--- config.mk ---
export PLATFORM = sky130hd
export DESIGN_NAME = conv_loop_sequencer
export DESIGN_NICKNAME = d
export VERILOG_FILES = /design/src/rtl/conv_loop_pkg.sv /design/src/rtl/loop_digit.sv /design/src/rtl/conv_loop_sequencer.sv
export SDC_FILE = /design/constraint.sdc
export NUM_CORES = 1
export LEC_CHECK = 0
export CORE_MARGIN = 5
export CORE_UTILIZATION = 35
export CTS_CLUSTER_DIAMETER = 80
export CTS_CLUSTER_SIZE = 24
export DETAILED_ROUTE_END_ITERATION = 8
export PLACE_DENSITY = 0.59
export SYNTH_ARGS = -nofsm -noshare
export SYNTH_HDL_FRONTEND = slang
export SYNTH_HIERARCHICAL = 1
export SYNTH_SLANG_ARGS = --single-unit
--- constraint.sdc ---
create_clock -name clk -period 8.1 [get_ports clk]
set_clock_uncertainty 0.1 [all_clocks]
set_input_delay 2.025 -clock clk [delete_from_list [all_inputs] [get_ports clk]]
set_output_delay 2.025 -clock clk [all_outputs]
set_load 0.005 [all_outputs]
--- src/rtl/conv_loop_pkg.sv ---
// Shared types for the convolution loop-nest sequencer.
// Holds the FSM state encoding and the default index width.
package conv_loop_pkg;

    localparam int CNT_W_DEF = 4;

    typedef enum logic [1:0] {
        IDLE = 2'd0,
        RUN  = 2'd1,
        DONE = 2'd2
    } state_t;

endpackage

--- src/rtl/loop_digit.sv ---
// One wrapping loop counter for the sequencer carry chain.
// Ports: clk, rst_n, en (carry-in), clr, bound, value, carry (out).
module loop_digit #(
    parameter int W = 4
) (
    input  logic         clk,
    input  logic         rst_n,
    input  logic         en,
    input  logic         clr,
    input  logic [W-1:0] bound,
    output logic [W-1:0] value,
    output logic         carry
);

    logic at_bound;

    assign at_bound = (value == bound);
    // Carry is combinational so the whole chain advances on one edge.
    assign carry    = en & at_bound;

    always_ff @(posedge clk or negedge rst_n) begin
        if (!rst_n) begin
            value <= '0;
        end else if (clr) begin
            value <= '0;
        end else if (en) begin
            value <= at_bound ? '0 : value + 1'b1;
        end
    end

endmodule

--- src/rtl/conv_loop_sequencer.sv ---
// Four-deep loop-nest index sequencer (c innermost, i outermost).
// Ports: clk, rst_n, start, abort, c/r/j/i_max bounds, idx_valid,
// idx_ready, c/r/j/i indices, last_* flags, busy, done.
module conv_loop_sequencer
    import conv_loop_pkg::*;
#(
    parameter int CNT_W      = CNT_W_DEF,
    parameter int LAST_FLAGS = 1
) (
    input  logic             clk,
    input  logic             rst_n,
    input  logic             start,
    input  logic             abort,
    input  logic [CNT_W-1:0] c_max,
    input  logic [CNT_W-1:0] r_max,
    input  logic [CNT_W-1:0] j_max,
    input  logic [CNT_W-1:0] i_max,
    output logic             idx_valid,
    input  logic             idx_ready,
    output logic [CNT_W-1:0] c,
    output logic [CNT_W-1:0] r,
    output logic [CNT_W-1:0] j,
    output logic [CNT_W-1:0] i,
    output logic             last_c,
    output logic             last_r,
    output logic             last_j,
    output logic             last_i,
    output logic             busy,
    output logic             done
);

    state_t           state;
    logic [CNT_W-1:0] bnd_c, bnd_r, bnd_j, bnd_i;
    logic             en_c, clr;
    logic             cy_c, cy_r, cy_j, cy_i;

    // Abort outranks a coincident handshake, so it also blocks counting.
    assign en_c = idx_valid & idx_ready & ~abort;
    assign clr  = abort | (state == IDLE);

    loop_digit #(.W(CNT_W)) u_dig_c (
        .clk(clk), .rst_n(rst_n), .en(en_c), .clr(clr),
        .bound(bnd_c), .value(c), .carry(cy_c)
    );
    loop_digit #(.W(CNT_W)) u_dig_r (
        .clk(clk), .rst_n(rst_n), .en(cy_c), .clr(clr),
        .bound(bnd_r), .value(r), .carry(cy_r)
    );
    loop_digit #(.W(CNT_W)) u_dig_j (
        .clk(clk), .rst_n(rst_n), .en(cy_r), .clr(clr),
        .bound(bnd_j), .value(j), .carry(cy_j)
    );
    loop_digit #(.W(CNT_W)) u_dig_i (
        .clk(clk), .rst_n(rst_n), .en(cy_j), .clr(clr),
        .bound(bnd_i), .value(i), .carry(cy_i)
    );

    generate
        if (LAST_FLAGS != 0) begin : g_last
            assign last_c = idx_valid & (c == bnd_c);
            assign last_r = idx_valid & (r == bnd_r);
            assign last_j = idx_valid & (j == bnd_j);
            assign last_i = idx_valid & (i == bnd_i);
        end else begin : g_nolast
            assign last_c = 1'b0;
            assign last_r = 1'b0;
            assign last_j = 1'b0;
            assign last_i = 1'b0;
        end
    endgenerate

    always_ff @(posedge clk or negedge rst_n) begin
        if (!rst_n) begin
            state     <= IDLE;
            idx_valid <= 1'b0;
            busy      <= 1'b0;
            done      <= 1'b0;
            bnd_c     <= '0;
            bnd_r     <= '0;
            bnd_j     <= '0;
            bnd_i     <= '0;
        end else begin
            case (state)
                IDLE: begin
                    done <= 1'b0;
                    if (start && !abort) begin
                        bnd_c     <= c_max;
                        bnd_r     <= r_max;
                        bnd_j     <= j_max;
                        bnd_i     <= i_max;
                        state     <= RUN;
                        idx_valid <= 1'b1;
                        busy      <= 1'b1;
                    end
                end
                RUN: begin
                    if (abort) begin
                        state     <= IDLE;
                        idx_valid <= 1'b0;
                        busy      <= 1'b0;
                    end else if (cy_i) begin
                        // Outermost carry means the final tuple was taken.
                        state     <= DONE;
                        idx_valid <= 1'b0;
                        done      <= 1'b1;
                    end
                end
                DONE: begin
                    state <= IDLE;
                    busy  <= 1'b0;
                    done  <= 1'b0;
                end
                default: begin
                    state     <= IDLE;
                    idx_valid <= 1'b0;
                    busy      <= 1'b0;
                    done      <= 1'b0;
                end
            endcase
        end
    end

endmodule

# --- Word-level counts from Yosys, hierarchy flattened ---
# Index checks and enable logic that the tools add are counted.
op_classes:
  n_eq_ne: 11
  n_mux: 25
  n_reduce_logical: 12
  n_addsub: 4
  bitwise: 13
op_table:
  columns: ["op", "count"]
  rows:
  - ["4-bit two-way mux", 12]
  - ["4-bit by 1-bit adder with 4-bit output (second input constant)", 4]
  - ["4-bit == test", 4]
  - ["1-bit AND", 10]
  - ["2-bit AND reduction", 4]
  - ["2-bit nonzero test", 4]
  - ["1-bit two-way mux", 7]
  - ["2-bit two-way mux", 3]
  - ["2-bit != test (second input constant)", 3]
  - ["2-bit case mux with 2 select lines", 1]
  - ["3-bit != test (second input constant)", 1]
  - ["1-bit case mux with 3 select lines", 1]
  - ["3-bit AND reduction", 1]
  - ["2-bit by 1-bit == test with 1-bit output (second input constant)", 1]
  - ["2-bit == test (second input constant)", 1]
  - ["2-bit logical NOT", 1]
  - ["2-bit by 1-bit != test with 1-bit output (second input constant)", 1]
  - ["1-bit NOT", 2]
  - ["1-bit case mux with 2 select lines", 1]
  - ["1-bit logical AND", 1]
  - ["1-bit logical NOT", 1]
  - ["1-bit bitwise OR", 1]
word_totals:
  in_bits: 21
  ff_bits: 37

# --- Longest topological paths before layout ---
# Gate-level depths: netlist of run 1.
logic_depth:
  depth_word: 9
  mapped_depth: 13

# --- By module ---
# The synthesis of run 1 kept the hierarchy.
modules_own_cells:
  columns: ["module", "area_per_inst_um2", "cells_per_inst", "n_inst"]
  rows:
  - ["loop_digit", 279.0, 28, 4]
  - ["conv_loop_sequencer", 1031.0, 93, 1]

# --- Least setup slack after synthesis of run 1 ---
# OpenSTA, ideal clock, no wires.
synth_timing:
  path_type: "in2reg"
  startpoint: "input port idx_ready"
  endpoint: "register u_dig_i.value[2]"
  slack_ns: 4.187
  path_stages: 12
  setup_time_ns: 0.104
  required_ns: 7.896
  arrival_ns: 3.709
  path_cell_list: "nand2_1 > nor2_1 > buf_2 > and2_1 > buf_2 > and2_1 > buf_2 > and2_1 > buf_2 > nand2_1 > mux2_2 > o32ai_1"
synth_via:
  elab_chain_len: 6
synth_rtl:
  columns: ["element", "line", "source"]
  rows:
  - ["from (decl)", "conv_loop_sequencer.sv:19", "input logic idx_ready,"]
  - ["1-bit AND (2 in a row)", "conv_loop_sequencer.sv:38", "assign en_c = idx_valid & idx_ready & ~abort;"]
  - ["named net en_c", "conv_loop_sequencer.sv:34", "logic en_c, clr;"]
  - ["1-bit AND", "loop_digit.sv:19", "assign carry = en & at_bound;"]
  - ["named net cy_c", "conv_loop_sequencer.sv:35", "logic cy_c, cy_r, cy_j, cy_i;"]
  - ["1-bit AND", "loop_digit.sv:19", null]
  - ["named net cy_r", "conv_loop_sequencer.sv:35", null]
  - ["1-bit AND", "loop_digit.sv:19", null]
  - ["named net cy_j", "conv_loop_sequencer.sv:35", null]
  - ["2-bit nonzero test (no source line)", null, null]
  - ["to (signal assigned)", "loop_digit.sv:27", "value <= at_bound ? '0 : value + 1'b1;"]
  - ["to (decl)", "loop_digit.sv:11", "output logic [W-1:0] value,"]
# The timed path passes the listed nets, and every way through them passes these cells.
# A chain may end at the register's enable or synchronous reset.

# --- Worst setup path in the final report of run 1 ---
layout_timing:
  startpoint: "input port abort"
  endpoint: "register u_dig_i.value[2]"
layout_via:
  elab_chain_len: 6
  word_cells_on_any_way: 8
  cone_classes: "mux (1); bitwise (6); reduce/logical (1)"
layout_rtl:
  columns: ["element", "line", "source"]
  rows:
  - ["from (decl)", "conv_loop_sequencer.sv:13", "input logic abort,"]
  - ["1-bit NOT", "conv_loop_sequencer.sv:38", null]
  - ["1-bit AND", "conv_loop_sequencer.sv:38", null]
  - ["named net en_c", "conv_loop_sequencer.sv:34", null]
  - ["1-bit AND", "loop_digit.sv:19", null]
  - ["named net cy_c", "conv_loop_sequencer.sv:35", null]
  - ["1-bit AND", "loop_digit.sv:19", null]
  - ["named net cy_r", "conv_loop_sequencer.sv:35", null]
  - ["1-bit AND", "loop_digit.sv:19", null]
  - ["named net cy_j", "conv_loop_sequencer.sv:35", null]
  - ["2-bit nonzero test (no source line)", null, null]
# The timed path passes the listed nets, and every way through them passes these cells.

==> results.json, run 1 <==
{
  "fin_crit_ps": 4870,
  "io_pins": 44,
  "buffer_ports.inserted": 43,
  "cp_max_fo": 10,
  "final_design_area_no_fill_um2": 2730,
  "max_clock_freq_mhz": 205,
  "std_cell_rows": 28,
  "final_layout_size_suffix_gt1_frac": 0.127,
  "post_cts.resized_instances": 0,
  "floorplan.die.width_um": 88.3,
  "grt_use_total": 0.130,
  "ys_ff_latch": 37,
  "core_um2": 5960,
  "synthCells": 205,
  "synth_common_cells": "sky130_fd_sc_hd__dfrtp_1, sky130_fd_sc_hd__nand2_1, sky130_fd_sc_hd__xor2_1",
  "route.detailed.wl_per_inst_um": 14.4,
  "setup.worst_path.class": "input port to flip-flop",
  "layout_worst_path_cycle_share": 0.601,
  "grt_max_degree": 38,
  "grt_pass1_wl_um": 7910,
  "iteration_count_of_the_initial_detailed_routing_pass": 4,
  "cts.root.buffer_cell": "sky130_fd_sc_hd__clkbuf_8",
  "post_synth_instance_area_um2": 2150,
  "report.final.hold_viol_count": 0,
  "place_area_um2": 2650,
  "crit_path_dat_ps": 4950,
  "synth_top_cell_area_share": 0.431,
  "leakagePower_nw": 1.11,
  "clock_pin_transition_on_the_worst_setup_and_hold_timing_paths_ps": 70,
  "critPathMostFrequentCell": "sky130_fd_sc_hd__and2_1",
  "hpwl_um": 3350,
  "timing.critical_path.cells": "clkdlybuf4s50_1 -> nor2_1 -> and2_1 -> and2_1 -> and2_1 -> nand2_1 -> mux2_2 -> o32ai_1",
  "gpl.final_weighted_congestion": 0.724,
  "worst_slew_pin_slew_ps": 1020,
  "clockBufferDepth": 2,
  "critical_path.endpoint_type": "flip-flop",
  "cts_setup_buffers": 0,
  "cts_buffers": 5,
  "globalRouteOverflowTotal": 0,
  "cts_sinks": 37,
  "num_antenna_cells": 0,
  "start_util": 0.361,
  "final.setup.tns_ps": 0,
  "htree_levels": 2,
  "cp_data_required_time_ps": 8180,
  "hold_path.class": "flip-flop to flip-flop",
  "largest_area_contributor_in_the_synthesized_netlist": "sky130_fd_sc_hd__dfrtp_1",
  "synthesis.nets": 230,
  "ant_nets": 0,
  "dominantRegCellSynth": "sky130_fd_sc_hd__dfrtp_1",
  "final_nets": 276,
  "cp-start-kind": "input port",
  "first_global_vias": 1577,
  "power_density_nw_per_um2": 157,
  "die_y_um": 88.3,
  "drv_slew": 0,
  "async_flop_share": 1.00,
  "total_wirelength_of_the_detailed_routed_design_um": 4710,
  "critical-path-max-stage-delay_ps": 570,
  "status": "completed",
  "vias_per_cell": 5.06,
  "post_synth.cell_area_avg_um2": 10.5,
  "library_cell_with_the_highest_instance_count_after_synthesis": "sky130_fd_sc_hd__dfrtp_1",
  "synth_area_leaders": "sky130_fd_sc_hd__dfrtp_1, sky130_fd_sc_hd__xor2_1, sky130_fd_sc_hd__mux2_2",
  "drt-initial-drc-count": 76,
  "count_of_unresolved_drc_violations_after_routing": 0,
  "yosysUniqueCellTypes": 29,
  "count_of_max_cap_constraint_violations": 0,
  "tightest_slew_margin_relative_to_the_limit": 0.319,
  "holdBufCountCts": 0,
  "die_area_um2": 7800,
  "yosysSeqAreaShare": 0.431,
  "area.growth.synth_to_final_pct": 27.3,
  "grt_setup_unrepaired": "no",
  "vdd_drop_max_mv": 0.0887,
  "clock_tree_from_tritoncts": "built",
  "antenna_found_initial": 0,
  "clock_latency_ps": 280,
  "yosys_warnings": 6,
  "number_of_synthesized_flops_with_an_enable_pin": 0,
  "setup_viol": 0,
  "worst_path_max_delay_cell": "sky130_fd_sc_hd__clkdlybuf4s50_1",
  "dr_total_vias": 1653
}
## sequential cells by signal, summed over array words and instances, names as in the netlist
register,flops
done,1
idx_valid,1
busy,1
u_dig_i/value,4
u_dig_j/value,4
state,2
bnd_r,4
u_dig_r/value,4
u_dig_c/value,4
bnd_c,4
bnd_i,4
bnd_j,4
## cell usage in the layout (no fill, tap or decap), types with 5 or more instances in the layout
master,netlist,routed
sky130_fd_sc_hd__o21ai_0,7,7
sky130_fd_sc_hd__mux2_2,14,14
sky130_fd_sc_hd__nand2_1,20,20
sky130_fd_sc_hd__dfrtp_1,37,37
sky130_fd_sc_hd__nor2_1,9,9
sky130_fd_sc_hd__nand2b_1,13,13
sky130_fd_sc_hd__xor2_1,20,20
sky130_fd_sc_hd__inv_1,13,13
sky130_fd_sc_hd__nand3_1,6,6
sky130_fd_sc_hd__clkbuf_8,0,5
sky130_fd_sc_hd__clkdlybuf4s50_1,0,43
sky130_fd_sc_hd__xnor2_1,6,6
sky130_fd_sc_hd__o32ai_1,9,9
## where the power goes
part,switching [mW],total (mW),internal (mW)
sequential,0.0192,0.221,0.201
clock,0.0640,0.125,0.0612
combinational,0.0372,0.0824,0.0452
total,0.120,0.428,0.308
## worst max-delay path, delay by kind of cell
kind | cells | cell delay (ps)
multiplexers | 1 | 270
AO/OA/AOI/OAI | 1 | 240
buffers and inverters | 1 | 570
AND/OR/NAND/NOR | 5 | 1830
## cell families (layout without fill, tap and decap cells)
logic type	Yosys count	in the layout	share of synthesized area
multiplexers	18	18	0.0921
AND/OR/NAND/NOR	68	68	0.182
adder cells (fa/ha/maj)	4	4	0.0233
XOR/XNOR	26	26	0.106
buffers and inverters	19	66	0.0396
AO/OA/AOI/OAI	33	33	0.126
flip-flops	37	37	0.431
## routing by layer
layer | vias to the layer above | share of wire | GRT usage
met2 | 45 | 0.45 | 0.195
li1 | 815 | - | -
met1 | 785 | 0.47 | 0.179
met3 | 8 | 0.070 | 0.0391
met5 | - | 0 | 0
met4 | 0 | 0.013 | 0.0412
## final timing paths
check	slack (ps)	endpoint	from	depth (start not counted)
hold / removal	450	done	done	1
hold reg to reg	450	done	done	1
min in group asynchronous	2060	u_dig_i/value[0]	rst_n	2
setup / recovery	3230	u_dig_i/value[2]	abort	8
max in group asynchronous	5490	bnd_i[2]	rst_n	2
setup reg to reg	4900	u_dig_i/value[2]	u_dig_c/value[1]	8
## layout make-up
class                   instances  area [um^2]
multi-input cells             149         1140
clock buffers                   8         80.1
fillers                       578         3220
flip-flops and latches         37          926
repair buffers                 45          445
well taps                      75         93.8
inverters                      13         48.8
## metrics by stage
stage          power [mW]  cells  setup slack (ps)  hold WS (ps)   util
2_1_floorplan       0.273    205              4190           417      -
3_3_place_gp        0.307    319              3020           437  0.446
3_5_place_dp        0.308    319              2960           437  0.446
4_1_cts             0.436    327              3230           453  0.459
5_1_grt             0.452    327              3000           473  0.459
6_report            0.428    327              3230           448  0.459
(Power assumes the default switching activity.)
==> run 2, diff against run 1 <==
--- a/config.mk
+++ b/config.mk
@@ -10,7 +10,7 @@
 export CTS_CLUSTER_DIAMETER = 80
 export CTS_CLUSTER_SIZE = 24
 export DETAILED_ROUTE_END_ITERATION = 8
-export PLACE_DENSITY = 0.59
+export PLACE_DENSITY = 0.61
 export SYNTH_ARGS = -nofsm -noshare
 export SYNTH_HDL_FRONTEND = slang
 export SYNTH_HIERARCHICAL = 1
==> constraint.sdc (replaced) <==
create_clock -name clk -period 4 [get_ports clk]
set_clock_uncertainty 0.1 [all_clocks]
set_input_delay 1 -clock clk [delete_from_list [all_inputs] [get_ports clk]]
set_output_delay 1 -clock clk [all_outputs]
set_load 0.005 [all_outputs]
==> run 2 against run 1 <==
Effect of this change: setup slack lost 2400 ps; sequential power grew 100%; design area grew 0.87%; final cell count grew 0.61%; sequential share of layout area shrank 0.29 points; critical path depth grew 3; flip-flop and latch count is the same; via count grew 2.2%; wire length grew 0.55%; register-to-register slack lost 3800 ps; clock power grew 110%; die area is the same.
==> results.json, run 2 (same netlist as run 1, synthesis figures left out) <==
{
  "worst_path_max_delay_cell": "sky130_fd_sc_hd__clkdlybuf4s50_1",
  "holdBufCountCts": 0,
  "num_antenna_cells": 0,
  "worst_slew_pin_slew_ps": 1030,
  "vdd_drop_max_mv": 0.149,
  "leakagePower_nw": 1.13,
  "total_wirelength_of_the_detailed_routed_design_um": 4730,
  "cts.root.buffer_cell": "sky130_fd_sc_hd__clkbuf_8",
  "iteration_count_of_the_initial_detailed_routing_pass": 5,
  "layout_worst_path_cycle_share": 0.784,
  "area.growth.synth_to_final_pct": 28.4,
  "drt-initial-drc-count": 83,
  "grt_pass1_wl_um": 8160,
  "final_layout_size_suffix_gt1_frac": 0.146,
  "setup_viol": 0,
  "grt_max_degree": 38,
  "cts_buffers": 5,
  "setup.worst_path.class": "input port to flip-flop",
  "commonest_cells_after_routing_fill_and_taps_aside": "sky130_fd_sc_hd__clkdlybuf4s50_1, sky130_fd_sc_hd__dfrtp_1, sky130_fd_sc_hd__xor2_1, sky130_fd_sc_hd__nand2_1, sky130_fd_sc_hd__mux2_2",
  "dpl.cell_count": 322,
  "clock_latency_ps": 290,
  "antenna_found_initial": 0,
  "critical_path.endpoint_type": "flip-flop",
  "whs_ps": 448,
  "dr_total_vias": 1689,
  "first_global_vias": 1725,
  "start_util": 0.361,
  "die_y_um": 88.3,
  "status": "completed",
  "report.final.hold_viol_count": 0,
  "hold_path.class": "flip-flop to flip-flop",
  "grt_setup_unrepaired": "no",
  "timing.critical_path.cells": "clkdlybuf4s50_1 -> nor2_1 -> buf_4 -> and2_1 -> buf_4 -> and2_1 -> and2_1 -> and2_1 -> nand2_1 -> nor3_1 -> a31o_2",
  "cp_data_required_time_ps": 4130,
  "count_of_max_cap_constraint_violations": 0,
  "die_area_um2": 7800,
  "clockBufferDepth": 2,
  "max_clock_freq_mhz": 319,
  "final_nets": 279,
  "critical-path-max-stage-delay_ps": 540,
  "fin_crit_ps": 3140,
  "cp_max_fo": 10,
  "hpwl_um": 3410,
  "clock_tree_from_tritoncts": "built",
  "final_design_area_no_fill_um2": 2760,
  "cts_sinks": 37,
  "vias_per_cell": 5.13,
  "clock_pin_transition_on_the_worst_setup_and_hold_timing_paths_ps": 70,
  "cp-start-kind": "input port",
  "post_cts.resized_instances": 0,
  "route.detailed.wl_per_inst_um": 14.4,
  "final_cell_count_without_fillers": 329,
  "drv_slew": 0,
  "cts_setup_buffers": 0,
  "htree_levels": 2,
  "buffer_ports.inserted": 43,
  "ant_nets": 0,
  "final.setup.tns_ps": 0,
  "place_area_um2": 2670,
  "floorplan.die.width_um": 88.3,
  "std_cell_rows": 28,
  "globalRouteOverflowTotal": 0,
  "count_of_unresolved_drc_violations_after_routing": 0,
  "critPathMostFrequentCell": "sky130_fd_sc_hd__and2_1",
  "core_um2": 5960,
  "most_common_library_cell_in_the_layout_ignoring_fill_and_taps": "sky130_fd_sc_hd__clkdlybuf4s50_1",
  "grt_use_total": 0.133,
  "crit_path_dat_ps": 3270,
  "power_density_nw_per_um2": 319,
  "io_pins": 44,
  "tightest_slew_margin_relative_to_the_limit": 0.313,
  "gpl.final_weighted_congestion": 0.796
}
## run 2: report_power, final
group	switching [mW]	total (mW)	internal [mW]
Combinational	0.0782	0.171	0.0924
Sequential	0.0369	0.445	0.408
Clock	0.129	0.266	0.137
Total	0.244	0.881	0.637
## run 2: path summary, 6_finish.rpt
check | start | to | slack [ps] | cells after the start
max | abort | done | 860 | 11
min | done | done | 450 | 1
max reg2reg | u_dig_c/value[0] | done | 1120 | 10
min reg2reg | done | done | 450 | 1
max in group asynchronous | rst_n | idx_valid | 2540 | 1
min in group asynchronous | rst_n | bnd_j[3] | 710 | 1
## run 2: final cells by class
cell class / count / area [um^2]
Fill cell: 584 / 3200
Multi-Input combinational cell: 149 / 1140
Sequential cell: 37 / 926
Timing Repair Buffer: 48 / 463
Tap cell: 75 / 93.8
Clock buffer: 7 / 86.3
Inverter: 13 / 48.8
## run 2: metrics by stage
stage	util	worst slack, ps	total power, mW
2_1_floorplan	-	1110	0.553
3_3_place_gp	0.449	599	0.622
3_5_place_dp	0.449	551	0.625
4_1_cts	0.463	849	0.895
5_1_grt	0.463	614	0.929
6_report	0.463	862	0.881
## run 2: worst max-delay path: cells and delay by family
| kind | cells | cell delay, ps |
|---|---|---|
| and+or+nand+nor | 7 | 1240 |
| AOI/OAI and AO/OA | 1 | 140 |
| buffers and inverters | 3 | 870 |
## run 2: metal layers
metal | vias up | wire (um) | global-route usage | part of all wire
li1 | 830 | - | - | -
met1 | 822 | 2240 | 0.177 | 0.47
met2 | 32 | 2200 | 0.218 | 0.46
met3 | 5 | 238 | 0.0270 | 0.050
met4 | 0 | 51 | 0.0371 | 0.011
met5 | - | 0 | 0 | 0
